`src/rtl/axis_sample_packer.sv`:
```
// -----------------------------------------------------------------------------
// axis_sample_packer
//
// Packs a stream of WIDTH-bit AXI-Stream samples into WIDTH*RATIO-bit words,
// RATIO samples per word. A word closes early on s_in_last or flush, and the
// lanes of a partial word that were never filled read as zero with their keep
// bits cleared.
//
// Parameters
//   WIDTH     sample width in bits (>=1)
//   RATIO     samples per output word (>=2)
//   LSB_FIRST 1: first sample of a word in lane 0; 0: first sample in lane RATIO-1
//
// Ports
//   clk          clock, rising edge
//   rst          asynchronous active-low reset
//   s_in_valid   input sample valid
//   s_in_ready   input sample accepted when valid && ready
//   s_in_data    input sample [WIDTH]
//   s_in_last    sample closes the current word and the packet
//   flush        level request to emit the current partial word
//   m_out_valid  output word valid
//   m_out_ready  downstream ready
//   m_out_data   packed word [WIDTH*RATIO]
//   m_out_keep   per-lane sample-present mask [RATIO]
//   m_out_last   word closes a packet
// -----------------------------------------------------------------------------
module axis_sample_packer #(
    parameter int WIDTH     = 16,
    parameter int RATIO     = 4,
    parameter int LSB_FIRST = 1
) (
    input  logic                     clk,
    input  logic                     rst,
    input  logic                     s_in_valid,
    output logic                     s_in_ready,
    input  logic [WIDTH-1:0]         s_in_data,
    input  logic                     s_in_last,
    input  logic                     flush,
    output logic                     m_out_valid,
    input  logic                     m_out_ready,
    output logic [WIDTH*RATIO-1:0]   m_out_data,
    output logic [RATIO-1:0]         m_out_keep,
    output logic                     m_out_last
);

    localparam int              IDX_W   = $clog2(RATIO);
    localparam logic [IDX_W-1:0] IDX_MAX = IDX_W'(RATIO - 1);

    // Accumulator state
    logic [WIDTH*RATIO-1:0] r_acc;
    logic [RATIO-1:0]       r_amask;
    logic [IDX_W-1:0]       r_idx;

    // Output register
    logic                   r_out_valid;
    logic [WIDTH*RATIO-1:0] r_out_data;
    logic [RATIO-1:0]       r_out_keep;
    logic                   r_out_last;

    logic                   w_ready;
    logic                   w_in_hs;
    logic                   w_close;
    logic                   w_flush_only;
    logic [IDX_W-1:0]       w_lane;
    logic [RATIO-1:0]       w_lane_hit;
    logic [WIDTH*RATIO-1:0] w_merged_data;
    logic [RATIO-1:0]       w_merged_keep;

    // The output slot is free when empty or emptying this cycle; this keeps
    // ready independent of the input side so no combinational loop forms.
    assign w_ready = ~r_out_valid | m_out_ready;
    assign w_in_hs = s_in_valid & w_ready;

    // A handshake closes the word on the last lane, on packet end, or when a
    // flush is pending in the same cycle.
    assign w_close = w_in_hs & ((r_idx == IDX_MAX) | s_in_last | flush);

    // Flush with nothing arriving only emits when something is accumulated.
    assign w_flush_only = ~w_in_hs & flush & w_ready & (r_idx != '0);

    // With LSB_FIRST=0 lanes fill from the top down, so the first sample of a
    // word ends up in the most significant bits.
    assign w_lane = (LSB_FIRST != 0) ? r_idx : (IDX_MAX - r_idx);

    genvar gi;
    generate
        for (gi = 0; gi < RATIO; gi++) begin : g_lane
            assign w_lane_hit[gi] = (w_lane == IDX_W'(gi));
            assign w_merged_data[gi*WIDTH +: WIDTH] =
                w_lane_hit[gi] ? s_in_data : r_acc[gi*WIDTH +: WIDTH];
        end
    endgenerate

    assign w_merged_keep = r_amask | w_lane_hit;

    // Accumulator: fill on non-closing handshakes, clear whenever a word leaves.
    always_ff @(posedge clk or negedge rst) begin
        if (!rst) begin
            r_acc   <= '0;
            r_amask <= '0;
            r_idx   <= '0;
        end else if (w_close || w_flush_only) begin
            r_acc   <= '0;
            r_amask <= '0;
            r_idx   <= '0;
        end else if (w_in_hs) begin
            r_acc   <= w_merged_data;
            r_amask <= w_merged_keep;
            r_idx   <= r_idx + 1'b1;
        end
    end

    // Output register: a new word may load in the same cycle the previous one
    // drains, giving back-to-back words without a bubble. Loads only happen
    // when w_ready is high, so a held word never changes.
    always_ff @(posedge clk or negedge rst) begin
        if (!rst) begin
            r_out_valid <= 1'b0;
            r_out_data  <= '0;
            r_out_keep  <= '0;
            r_out_last  <= 1'b0;
        end else if (w_close) begin
            r_out_valid <= 1'b1;
            r_out_data  <= w_merged_data;
            r_out_keep  <= w_merged_keep;
            r_out_last  <= s_in_last;
        end else if (w_flush_only) begin
            r_out_valid <= 1'b1;
            r_out_data  <= r_acc;
            r_out_keep  <= r_amask;
            r_out_last  <= 1'b0;
        end else if (m_out_ready) begin
            r_out_valid <= 1'b0;
        end
    end

    assign s_in_ready  = w_ready;
    assign m_out_valid = r_out_valid;
    assign m_out_data  = r_out_data;
    assign m_out_keep  = r_out_keep;
    assign m_out_last  = r_out_last;

endmodule

```
`config.mk`:
```
export PLATFORM = sky130hd
export DESIGN_NAME = axis_sample_packer
export DESIGN_NICKNAME = d
export VERILOG_FILES = /design/src/rtl/axis_sample_packer.sv
export SDC_FILE = /design/constraint.sdc
export NUM_CORES = 1
export LEC_CHECK = 0
export BUFFER_PORTS_ARGS = -buffer_cell sky130_fd_sc_hd__buf_2
export CORE_ASPECT_RATIO = 1.5
export CORE_UTILIZATION = 56
export DETAILED_ROUTE_END_ITERATION = 8
export PLACE_DENSITY = 0.82
export SLEW_MARGIN = 20
export SYNTH_ARGS = -nofsm -noshare
export SYNTH_HDL_FRONTEND = slang
export SYNTH_SLANG_ARGS = --single-unit
```
`constraint.sdc`:
```
create_clock -name clk -period 2.3 [get_ports clk]
set_clock_uncertainty 0.1 [all_clocks]
set_input_delay 0.46 -clock clk [delete_from_list [all_inputs] [get_ports clk]]
set_output_delay 0.46 -clock clk [all_outputs]
set_load 0.01 [all_outputs]
```
; ---- Word level (Yosys, flattened, before mapping)
; Index checks and enable logic that the tools add are counted.
[word_totals]
out_inout_bits = 71
ff_bits = 140
in_bits = 22
elab_cells = 47
[classes]
bitwise_logic = 11
mux = 19
reduce_logical = 6
eq_ne = 3
add_sub_neg = 1
[ops]
columns = op, count
row1 = $mux 64, 4
row2 = $mux 16, 4
row3 = $mux 4, 4
row4 = $reduce_bool 2->1, 3
row5 = $and 1x1->1, 5
row6 = $mux 1, 5
row7 = $eq 2x2->1 const B, 2
row8 = $mux 2, 2
row9 = $or 4x4->4, 1
row10 = $or 1x1->1, 3
row11 = $reduce_bool 3->1, 1
row12 = $add 2x1->2 const B, 1
row13 = $eq 2x1->1 const B, 1
row14 = $logic_not 2->1, 1
row15 = $not 1->1, 2
row16 = $logic_or 1x1->1, 1

; ---- Longest topological paths before layout
; Gate-level depths: netlist (run 1).
[depth]
word_depth = 9
mapped_depth = 10
depth_no_buf = 6

; ---- Worst setup path after synthesis (run 1)
; No wires, ideal clock.
[synth_path]
path_type = reg2reg
startpoint = reg r_idx[0]
endpoint = reg r_out_keep[1], in the netlist m_out_keep[1]
t_required_ns = 2.079
setup_ns = 0.121
stages_incl_launch_ff = 11
n_path_buf = 4
arrival_time_ns = 1.829
period_less_slack_ns = 2.050
path_slack_ns = 0.250
cell_sequence = dfrtp_1 inv_1 ha_1 clkbuf_1 nor2_1 nand3_1 buf_2 nand2_1 buf_4 buf_4 o22a_1
[synth_via]
elab_chain_cells = 5
elab_cells_between_ends = 10
cone_classes = 2 x eq/ne / 1 x mux / 5 x bitwise / 2 x reduce/logical
[synth_rtl]
columns = item, line
row1 = from (decl), 53  ; logic [IDX_W-1:0] r_idx;
row2 = from (signal assigned), 110  ; r_idx <= r_idx + 1'b1;
row3 = $eq 2x2->1, 77  ; assign w_close = w_in_hs & ((r_idx == IDX_MAX) | s_in_last | flush);
row4 = $or 1x1->1 (2 in series), 77
row5 = $and 1x1->1, 77
row6 = $mux 4 or $reduce_bool 2->1 (tied branches), -
row7 = to (signal assigned), 126  ; r_out_keep <= w_merged_keep;
row8 = to (signal assigned), 131  ; r_out_keep <= r_amask;
row9 = to (decl), 58  ; logic [RATIO-1:0] r_out_keep;
; Parallel ways exist; a longest one is shown, timed or not.
; A chain may end at the register's enable or synchronous reset.

; ---- Worst setup path after layout (run 1)
[layout_path]
startpoint = reg r_idx[1]
endpoint = reg r_out_data[55], in the netlist m_out_data[55]
[layout_via]
elab_chain_cells = 5
elab_cells_between_ends = 9
cone_classes = 1 x eq/ne / 2 x mux / 4 x bitwise / 2 x reduce/logical
[layout_rtl]
columns = item, line
row1 = $eq 2x2->1, "77, 89"
row2 = $or 1x1->1 (2 in series), 77
row3 = $and 1x1->1, 77
row4 = $mux 64 or $reduce_bool 2->1 (tied branches), -
row5 = to (signal assigned), 125  ; r_out_data <= w_merged_data;
row6 = to (signal assigned), 130  ; r_out_data <= r_acc;
row7 = to (decl), 57  ; logic [WIDTH*RATIO-1:0] r_out_data;
; Parallel ways exist; a longest one is shown, timed or not.

==> impl_summary.txt, run 1 <==
----------------------------------------------------
[Critical path]
  Required time of the critical path ... 2.50 ns
  Depth of the worst register-to-register path ... 7
  Source of the worst register-to-register timing path ... r_idx[1]$_DFFE_PN0P_
  Type of the worst setup path ... reg -> reg
  Kind of capture point of the worst setup path ... flop
  Worst path arrival time ... 2.43 ns
  Crit start category ... flop
  End of the worst register-to-register path ... m_out_data[55]$_DFFE_PN0P_
  R2R setup slack ... 0.08 ns
  Maximum net fanout on the critical path ... 14

[Placement]
  Detailed placer's ending HPWL ... 10200 microns
  Total cell area at the placement stage ... 6700 sq um
  Quantity of I/O buffers inserted on ports ... 92
  GP Congestion ... 0.856
  Worst slack after detailed placement ... 0.0232 ns

[Cells and area]
  Antenna cell count ... 0
  Area of all placed cells without fillers ... 7400 sq um
  Proportion of layout cells with a drive suffix above 1 ... 34.0%
  Number of nets in the layout ... 619
  Area Overhead vs Synth ... 25.1%
  Area taken by multi-input logic gates ... 2130 sq um
  Filler cell count in the final layout ... 659
  Register cell area after layout ... 3500 sq um

[Clock network]
  Clock transition at the registers of the reported paths ... 0.06 ns
  Max clock buf depth ... 2
  Number of clock buffers inserted by TritonCTS ... 17
  CTS Root Buffer Type ... clkbuf_16
  Number of H-tree levels ... 4
  Buffers inserted by post-CTS timing repair ... 0
  CTS tree ... yes
  CTS Sinks ... 140
  Insertion delay to the later sink of the worst-skew pair ... 0.42 ns

[Global routing]
  Number of global-route vias before repair ... 4716
  Global-route wire length before repair ... 24800 microns
  Overflow after GRT ... 0
  Initial antenna violation count ... 0
  Maximum number of pins on one net before global-route repair ... 65
  GR Util All Layers ... 30.5%

[Logic synthesis]
  Cell area after synthesis ... 5920 sq um
  Post-synth EDFFs ... 0
  Synthesized area per cell ... 12.2 sq um
  Most instantiated cells after synthesis ... dfrtp_1 (140), nand2_1 (56), nor2_1 (53)
  Main area contributors after synthesis ... dfrtp_1 (59%), mux2i_1 (8.6%), o221a_2 (7.0%)
  Synthesized flop and latch total ... 140
  Post-synthesis cell type count ... 28
  Most instantiated flip-flop cell in the synthesis netlist ... dfrtp_1
  Sequential-to-total area share from yosys stat ... 59.2%
  Share of Yosys cell area claimed by the top area cell type ... 59.2%
  Number of warning messages in the yosys log ... 0
  Post-synth net total ... 511
  Most frequently used cell type in the post-synthesis netlist ... dfrtp_1
  Synth async-reset ratio ... 100%
  Synthesized netlist cell count ... 485
  Biggest area consumer among synthesized cells ... dfrtp_1

[Hold path]
  Hold crit path type ... in -> reg
  Hold path depth ... 2
  Hold path start ... s_in_last
  Capture endpoint of the worst hold path ... m_out_last$_DFFE_PN0P_

[Die]
  Initial standard-cell utilization of the core ... 58.1%
  Die Footprint ... 11000 sq um
  I/O Pins ... 93
  Overall die width ... 85.9 microns
  Die H ... 128 microns
  Row cnt ... 45
  Core region area ... 10200 sq um

[Route]
  DRC Markers ... 0
  Vias per Instance ... 6.17
  Vias ... 4602
  Detailed-routing iteration count for the pre-antenna-repair pass ... 7
  Final routed wirelength across all metal layers ... 15600 microns
  Antenna-violating nets left ... 0
  Post-DR wirelength/cell ... 20.9 microns
  Iteration-0 DRC count of the detailed router ... 417

[Timing]
  Tightest Pin Transition ... 0.873 ns
  Slew Viols, Final ... 0
  Relative slew slack ... 41.3%
  Post-route fraction of the period consumed by the critical path ... 96.6%
  Final Hold Slack ... 0.228 ns
  Setup violation total in the final timing report ... 0
  Final period demand of the worst path ... 2.22 ns
  Number of failing hold endpoints at the final stage ... 0
  Sum of negative setup slack ... 0 ns
  Setup slack of the critical path after layout ... 0.0772 ns
  RSZ-0062 raised after global routing ... false
  Achievable frequency ... 450 MHz

[Flow run]
  Max cap viols ... 0

[Pwr]
  Static leakage ... 0.00376 uW
  Relative contribution of the clock network to total power ... 30.2%
  Internal power consumption ... 7210 uW
  Net switching power ... 3450 uW
  Combinational cell fraction of total power ... 32.6%
  Peak supply drop ... 1120 uV
  Power density over the cells ... 1440 nW/um^2
  Switching share of total power ... 32.4%
  Share of total power in sequential cells ... 37.2%

[Run status]
  Outcome ... completed

----------------------------------------------------
[cell families after synthesis]
| kind of cell | share of synthesized area, % |
|---|---|
| simple gates | 12.4 |
| buf+inv | 5.01 |
| xor+xnor | 0.148 |
| fa+ha+maj | 0.846 |
| mux | 8.62 |
| flops | 59.2 |
| compound gates | 13.7 |
[registers in the layout, summed over array words and instances, names as in the netlist]
register     flops
r_amask          4
m_out_keep       4
m_out_data      64
r_idx            2
r_acc           64
m_out_last       1
m_out_valid      1
[power groups by stage]
stage	registers, uW	clock network [uW]	logic, uW
2_1_floorplan	4120	0	1940
3_3_place_gp	3930	0	3300
3_5_place_dp	3960	0	3430
4_1_cts	3960	3220	3480
5_1_grt	4040	3350	3740
6_report	3970	3220	3470
[per-layer routing]
metal  GRT usage [%]  wire [microns]  up-vias
met5               0               0        -
met2            50.1            8000      234
met3            6.31             815       66
met1            36.5            5960     2321
li1                -               -     1981
met4            19.5             814        0
[through the flow]
step	power [uW]	instances	utilization (%)
finish	10700	746	72.7
CTS	10700	746	72.6
floorplan	6060	485	-
global route	11100	746	72.7
global placement	7240	714	65.7
detailed placement	7390	714	65.7
[cell type report]
class                   count  share of cell area (%)
clock buffers              19                    6.12
clock inverters            12                    3.26
inverters                   8                   0.406
multi-input cells         292                    28.7
flip-flops and latches    140                    47.3
well taps                 141                    2.38
repair buffers            134                    11.8
[placed cells by master (no fill, tap or decap), drive strengths merged, types with 2 or more instances in the layout]
cell    count
o221a      64
mux2i      51
and3       14
o22a        3
inv         8
buf       133
o21a        4
clkbuf     19
nand3b     12
dfrtp     140
a21oi       4
nor3        2
nor4       13
ha          4
bufinv      7
nand2      56
clkinv      4
nand3       6
nor2       53
[worst max-delay path, stage by stage, from the launching register on]
cell,delay (ns)
dfrtp_1,0.41
ha_1,0.22
nor3_2,0.06
buf_4,0.19
nor4_1,0.68
buf_4,0.25
nand2_1,0.06
o221a_2,0.13
[timing repair]
item,4_1_cts,5_1_grt
resized for setup,0,1
setup endpoints to repair,0,1
hold buffers,1,0
endpoints found under the hold margin,60,0
[how the worst max path moves through the flow]
stage / slack, ns / to / cells past startpoint / from
finish: 0.08 / m_out_data[55]$_DFFE_PN0P_ / 7 / r_idx[1]$_DFFE_PN0P_
CTS: 0.13 / m_out_data[18]$_DFFE_PN0P_ / 6 / r_idx[0]$_DFFE_PN0P_
detailed placement: 0.02 / m_out_data[22]$_DFFE_PN0P_ / 6 / m_out_ready
global placement: 0.13 / m_out_data[21]$_DFFE_PN0P_ / 6 / m_out_ready
floorplan: 0.25 / m_out_keep[1]$_DFFE_PN0P_ / 10 / r_idx[0]$_DFFE_PN0P_
global route: 0.04 / m_out_data[1]$_DFFE_PN0P_ / 5 / m_out_valid$_DFFE_PN0P_
(Power assumes the default switching activity.)
==> run 2: changes to the inputs <==
- BUFFER_PORTS_ARGS: -buffer_cell sky130_fd_sc_hd__buf_2 -> -buffer_cell sky130_fd_sc_hd__clkbuf_2
==> run 2 against run 1 <==
  * Utilization decreased by 1.2 points
  * Final cell count increased by 0.13%
  * Clock-buffer cell count grew 1
  * Critical path depth decreased by 2
  * Register-to-register slack better by 0.02 ns
  * Sequential share of layout area is 0.81 points higher
  * Maximum frequency increased by 1.1%
  * Sequential power about the same
  * Setup slack better by 0.024 ns
  * Die area unchanged
  * Wire length shrank 0.71%
  * Critical path type unchanged
  * Critical endpoint is now m_out_data[56]$_DFFE_PN0P_
  * Largest power group unchanged
  * Highest routed layer unchanged
==> impl_summary.txt, run 2 (synthesis results as in run 1) <==
----------------------------------------------------
[Pwr]
  Static leakage ... 0.00372 uW
  Power density over the cells ... 1400 nW/um^2
  Peak supply drop ... 782 uV

[Global routing]
  Number of global-route vias before repair ... 4718
  GR Util All Layers ... 30.3%
  Initial antenna violation count ... 0
  Global-route wire length before repair ... 24600 microns
  Overflow after GRT ... 0
  Maximum number of pins on one net before global-route repair ... 58

[Timing]
  Sum of negative setup slack ... 0 ns
  Final period demand of the worst path ... 2.20 ns
  Tightest Pin Transition ... 0.652 ns
  RSZ-0062 raised after global routing ... false
  Relative slew slack ... 56.5%
  Post-route fraction of the period consumed by the critical path ... 95.6%
  Number of failing hold endpoints at the final stage ... 0
  Setup violation total in the final timing report ... 0
  Slew Viols, Final ... 0
  Achievable frequency ... 455 MHz

[Clock network]
  CTS Root Buffer Type ... clkbuf_16
  Clock transition at the registers of the reported paths ... 0.06 ns
  CTS tree ... yes
  Insertion delay to the later sink of the worst-skew pair ... 0.42 ns
  Number of clock buffers inserted by TritonCTS ... 17
  CTS Sinks ... 140
  Max clock buf depth ... 2
  Number of H-tree levels ... 4

[Cells and area]
  Filler cell count in the final layout ... 678
  Most common library cell in the layout ignoring fill and taps ... dfrtp_1
  Area Overhead vs Synth ... 23.0%
  Number of nets in the layout ... 620
  Commonest non-fill, non-tap cells in the layout ... dfrtp_1 (140), clkbuf_2 (91), nand2_1 (55), nor2_1 (53), mux2i_1 (51)
  Area taken by multi-input logic gates ... 2130 sq um
  Register cell area after layout ... 3500 sq um
  Area of all placed cells without fillers ... 7280 sq um
  Antenna cell count ... 0
  Proportion of layout cells with a drive suffix above 1 ... 34.5%

[Route]
  Detailed-routing iteration count for the pre-antenna-repair pass ... 6
  Vias per Instance ... 6.12
  DRC Markers ... 0
  Vias ... 4571
  Antenna-violating nets left ... 0
  Post-DR wirelength/cell ... 20.7 microns
  Iteration-0 DRC count of the detailed router ... 386
  Final routed wirelength across all metal layers ... 15500 microns

[Critical path]
  End of the worst register-to-register path ... m_out_data[56]$_DFFE_PN0P_
  Type of the worst setup path ... reg -> reg
  Top delay family on crit path ... compound AO/OA/AOI/OAI gates
  Maximum net fanout on the critical path ... 20
  Cell type of the slowest stage on the worst timing path ... o21a_1
  Worst path arrival time ... 2.46 ns
  Largest stage delay on the critical path ... 0.57 ns
  Buffers and inverters on the worst path ... 0
  Required time of the critical path ... 2.56 ns
  Kind of capture point of the worst setup path ... flop
  R2R setup slack ... 0.10 ns
  Depth of the worst register-to-register path ... 5
  Crit start category ... flop
  Source of the worst register-to-register timing path ... r_idx[1]$_DFFE_PN0P_
  Crit-path cells ... ha_1, nor3_2, or3_4, o21a_1, o221a_2

[Placement]
  Quantity of I/O buffers inserted on ports ... 92
  Total cell area at the placement stage ... 6660 sq um
  GP Congestion ... 0.855
  Detailed placer's ending HPWL ... 10100 microns

[Die]
  Die H ... 128 microns
  Initial standard-cell utilization of the core ... 58.1%
  Row cnt ... 45
  I/O Pins ... 93
  Die Footprint ... 11000 sq um
  Core region area ... 10200 sq um
  Overall die width ... 85.9 microns

[Flow run]
  Max cap viols ... 0

[Hold path]
  Hold path start ... s_in_last
  Capture endpoint of the worst hold path ... m_out_last$_DFFE_PN0P_
  Hold crit path type ... in -> reg
  Hold path depth ... 2

[Run status]
  Outcome ... completed

----------------------------------------------------
## run 2: worst max path at each step
stage,startpoint,to,slack (ns),cells after the start
3_5_place_dp,m_out_ready,m_out_data[22]$_DFFE_PN0P_,0.09,6
2_1_floorplan,r_idx[0]$_DFFE_PN0P_,m_out_keep[1]$_DFFE_PN0P_,0.25,10
3_3_place_gp,m_out_ready,m_out_data[17]$_DFFE_PN0P_,0.19,6
5_1_grt,r_idx[1]$_DFFE_PN0P_,m_out_data[63]$_DFFE_PN0P_,0.03,5
4_1_cts,r_idx[0]$_DFFE_PN0P_,m_out_data[23]$_DFFE_PN0P_,0.05,5
6_report,r_idx[1]$_DFFE_PN0P_,m_out_data[56]$_DFFE_PN0P_,0.10,5
## run 2: what timing repair did
action,CTS,global route
endpoints found under the setup margin,0,38
setup buffers,0,0
hold buffers,1,0
endpoints found under the hold margin,52,0
gates resized for setup,0,3
## run 2: final cells by class
type,count,share of cell area [%]
clock buffer,20,6.41
clock inverter,11,1.96
inverter,8,0.413
multi-input combinational,292,29.3
sequential,140,48.1
tap,141,2.42
timing repair buffer,135,11.4
## run 2: worst register-to-register path: cells and delay by family (launching register included)
kind,cells,cell delay [ns]
AOI/OAI and AO/OA,2,0.91
DFF,1,0.42
adders and majority gates,1,0.24
and+or+nand+nor,2,0.47
## run 2: per-stage QoR
stage / cells / power [uW] / worst slack [ns] / utilization [%] / hold WS, ns
floorplan: 485 / 6060 / 0.250 / - / 0.0644
global placement: 715 / 7180 / 0.186 / 65.3 / 0.349
detailed placement: 715 / 7350 / 0.0860 / 65.3 / 0.352
CTS: 747 / 10200 / 0.0475 / 71.4 / 0.212
global route: 747 / 10700 / 0.0295 / 71.4 / 0.215
finish: 747 / 10200 / 0.101 / 71.4 / 0.227
## run 2: layer usage
layer	GRT usage (%)	vias to the layer above	wire length [microns]
li1	-	1995	-
met5	0	-	0
met1	35.7	2294	5770
met2	50.4	227	8040
met4	17.4	0	737
met3	7.21	55	920
## run 2: power by group
group	switching, uW	internal [uW]	total (uW)
Combinational	1810	1610	3420
Sequential	617	3370	3980
Clock	1040	1780	2820
==> run 3: changes to the inputs <==
--- a/config.mk
+++ b/config.mk
@@ -15,2 +15,3 @@
 export SYNTH_HDL_FRONTEND = slang
 export SYNTH_SLANG_ARGS = --single-unit
+export TNS_END_PERCENT = 5
==> constraint.sdc (replaced) <==
create_clock -name clk -period 2.3 [get_ports clk]
set_clock_uncertainty 0.1 [all_clocks]
set_input_delay 0.115 -clock clk [delete_from_list [all_inputs] [get_ports clk]]
set_output_delay 0.115 -clock clk [all_outputs]
set_load 0.01 [all_outputs]
==> run 3 against run 2 <==
  * Clock-buffer cell count rose by 5
  * Via count up 1.0%
  * Design area is 2.2% higher
  * Worst hold slack worse by 0.17 ns
  * Global-route usage grew 0.36 points
  * Utilization rose by 1.6 points
  * Sequential cell count unchanged
  * Critical path type unchanged
==> impl_summary.txt, run 3 (synthesis results as in run 1) <==
----------------------------------------------------
[Placement]
  Quantity of I/O buffers inserted on ports ... 92
  Detailed placer's ending HPWL ... 10200 microns
  Cell count after placement ... 709
  GP Congestion ... 0.865

[Cells and area]
  Area taken by multi-input logic gates ... 2140 sq um
  Proportion of layout cells with a drive suffix above 1 ... 32.6%
  Number of nets in the layout ... 631
  Commonest non-fill, non-tap cells in the layout ... dfrtp_1 (140), clkbuf_2 (91), nand2_1 (55), nor2_1 (53), mux2i_1 (51)
  Post-layout util ... 73.0%
  Register cell area after layout ... 3500 sq um
  Filler cell count in the final layout ... 640
  Area Overhead vs Synth ... 25.7%
  Antenna cell count ... 0
  Count of non-filler cells in the finished layout ... 758
  Most common library cell in the layout ignoring fill and taps ... dfrtp_1

[Critical path]
  Worst path arrival time ... 2.43 ns
  Maximum net fanout on the critical path ... 20
  Largest stage delay on the critical path ... 0.45 ns
  Crit-path cells ... ha_1, nor3_4, or3_4, o21a_2, o221a_2
  Type of the worst setup path ... reg -> reg
  End of the worst register-to-register path ... m_out_data[21]$_DFFE_PN0P_
  Kind of capture point of the worst setup path ... flop
  Required time of the critical path ... 2.56 ns
  Crit start category ... flop
  Cell type of the slowest stage on the worst timing path ... o21a_2
  R2R setup slack ... 0.13 ns
  Depth of the worst register-to-register path ... 5
  Source of the worst register-to-register timing path ... r_idx[1]$_DFFE_PN0P_

[Global routing]
  Global-route wire length before repair ... 25100 microns
  GR Util All Layers ... 30.6%
  Maximum number of pins on one net before global-route repair ... 77
  Initial antenna violation count ... 0
  Overflow after GRT ... 0
  Number of global-route vias before repair ... 4814

[Timing]
  Tightest Pin Transition ... 0.891 ns
  Relative slew slack ... 40.1%
  Number of failing hold endpoints at the final stage ... 0
  RSZ-0062 raised after global routing ... false
  Setup violation total in the final timing report ... 0
  Post-route fraction of the period consumed by the critical path ... 94.4%
  Achievable frequency ... 460 MHz
  Slew Viols, Final ... 0
  Final period demand of the worst path ... 2.17 ns

[Route]
  Post-DR wirelength/cell ... 20.9 microns
  Top Metal Used ... met4
  Detailed-routing iteration count for the pre-antenna-repair pass ... 6
  Iteration-0 DRC count of the detailed router ... 489
  Metal1 wirelength ... 5850 microns
  Amount of wire on met3 after detailed routing ... 812 microns
  Vias ... 4617
  Antenna-violating nets left ... 0
  Final routed wirelength across all metal layers ... 15800 microns
  Vias per Instance ... 6.09
  DRC Markers ... 0
  Metal2 WL ... 8170 microns

[Clock network]
  CTS Sinks ... 140
  Max clock buf depth ... 2
  Insertion delay to the later sink of the worst-skew pair ... 0.42 ns
  Number of clock buffers inserted by TritonCTS ... 17
  CTS tree ... yes
  Clock transition at the registers of the reported paths ... 0.06 ns
  Number of H-tree levels ... 4
  CTS Root Buffer Type ... clkbuf_16

[Die]
  Initial standard-cell utilization of the core ... 58.1%
  Die H ... 128 microns
  Core region area ... 10200 sq um
  Row cnt ... 45
  Overall die width ... 85.9 microns
  Die Footprint ... 11000 sq um
  I/O Pins ... 93

[Run status]
  Outcome ... completed

[Hold path]
  Hold path start ... s_in_valid
  Capture endpoint of the worst hold path ... m_out_last$_DFFE_PN0P_
  Hold path depth ... 3
  Hold crit path type ... in -> reg

[Flow run]
  Max cap viols ... 0

[Pwr]
  Power density over the cells ... 1380 nW/um^2
  Peak supply drop ... 784 uV
  Static leakage ... 0.00378 uW

----------------------------------------------------
run 3: cell count changes in the layout (fill, tap and decap cells not counted), sizes merged:
| cell | delta |
|---|---|
| clkinv | -4 |
| dlygate4sd3 | +17 |
| clkinvlp | -1 |
| buf | -6 |
| clkbuf | +5 |
run 3: power by group:
group | switching (uW) | internal, uW | total (uW)
combinational | 1810 | 1620 | 3430
sequential | 638 | 3370 | 4010
clock | 984 | 1840 | 2820
run 3: final cells by class:
type / count / share of cell area, %
Clock buffer: 25 / 6.79
Clock inverter: 6 / 1.45
Multi-Input combinational cell: 292 / 28.7
Inverter: 8 / 0.404
Tap cell: 141 / 2.37
Timing Repair Buffer: 146 / 13.2
Sequential cell: 140 / 47.1
run 3: worst max path at each step:
| stage | from | end | cells after the start |
|---|---|---|---|
| 2_1_floorplan | r_idx[0]$_DFFE_PN0P_ | m_out_keep[1]$_DFFE_PN0P_ | 10 |
| 3_3_place_gp | r_idx[0]$_DFFE_PN0P_ | m_out_data[17]$_DFFE_PN0P_ | 5 |
| 3_5_place_dp | r_idx[1]$_DFFE_PN0P_ | m_out_data[18]$_DFFE_PN0P_ | 5 |
| 4_1_cts | r_idx[1]$_DFFE_PN0P_ | m_out_data[53]$_DFFE_PN0P_ | 6 |
| 5_1_grt | r_idx[0]$_DFFE_PN0P_ | m_out_data[31]$_DFFE_PN0P_ | 5 |
| 6_report | r_idx[1]$_DFFE_PN0P_ | m_out_data[21]$_DFFE_PN0P_ | 5 |
run 3: worst max-delay path: cells and delay by family, from the launching register on:
kind | cells | cell delay [ns]
fa+ha+maj | 1 | 0.24
compound gates | 2 | 0.74
simple gates | 2 | 0.61
flops | 1 | 0.41
run 3: per-layer routing:
layer | global-route usage (%) | up-vias
li1 | - | 1996
met1 | 35.2 | 2321
met2 | 50.8 | 228
met3 | 6.12 | 72
met4 | 21.7 | 0
met5 | 0 | -
run 3: repair_timing:
| action | in CTS | in global routing |
|---|---|---|
| endpoints found under the hold margin | 122 | 0 |
| hold buffers | 18 | 0 |
| resized for setup | 4 | 1 |
| setup endpoints to repair | 63 | 3 |
| buffers inserted | 0 | 0 |
run 3: metrics by stage:
| stage | hold slack, ns | setup WS (ns) | TNS (ns) | instance area (sq um) | power [uW] |
|---|---|---|---|---|---|
| floorplan | -0.281 | 0.250 | 0 | 5920 | 6060 |
| finish | 0.0549 | 0.128 | 0 | 7440 | 10300 |
| CTS | 0.0416 | 0.127 | 0 | 7430 | 10300 |
| global placement | 0.0797 | 0.0446 | 0 | 6640 | 7180 |
| global route | 0.0849 | 0.0488 | 0 | 7440 | 10700 |
| detailed placement | 0.0793 | -0.115 | -2.65 | 6640 | 7370 |
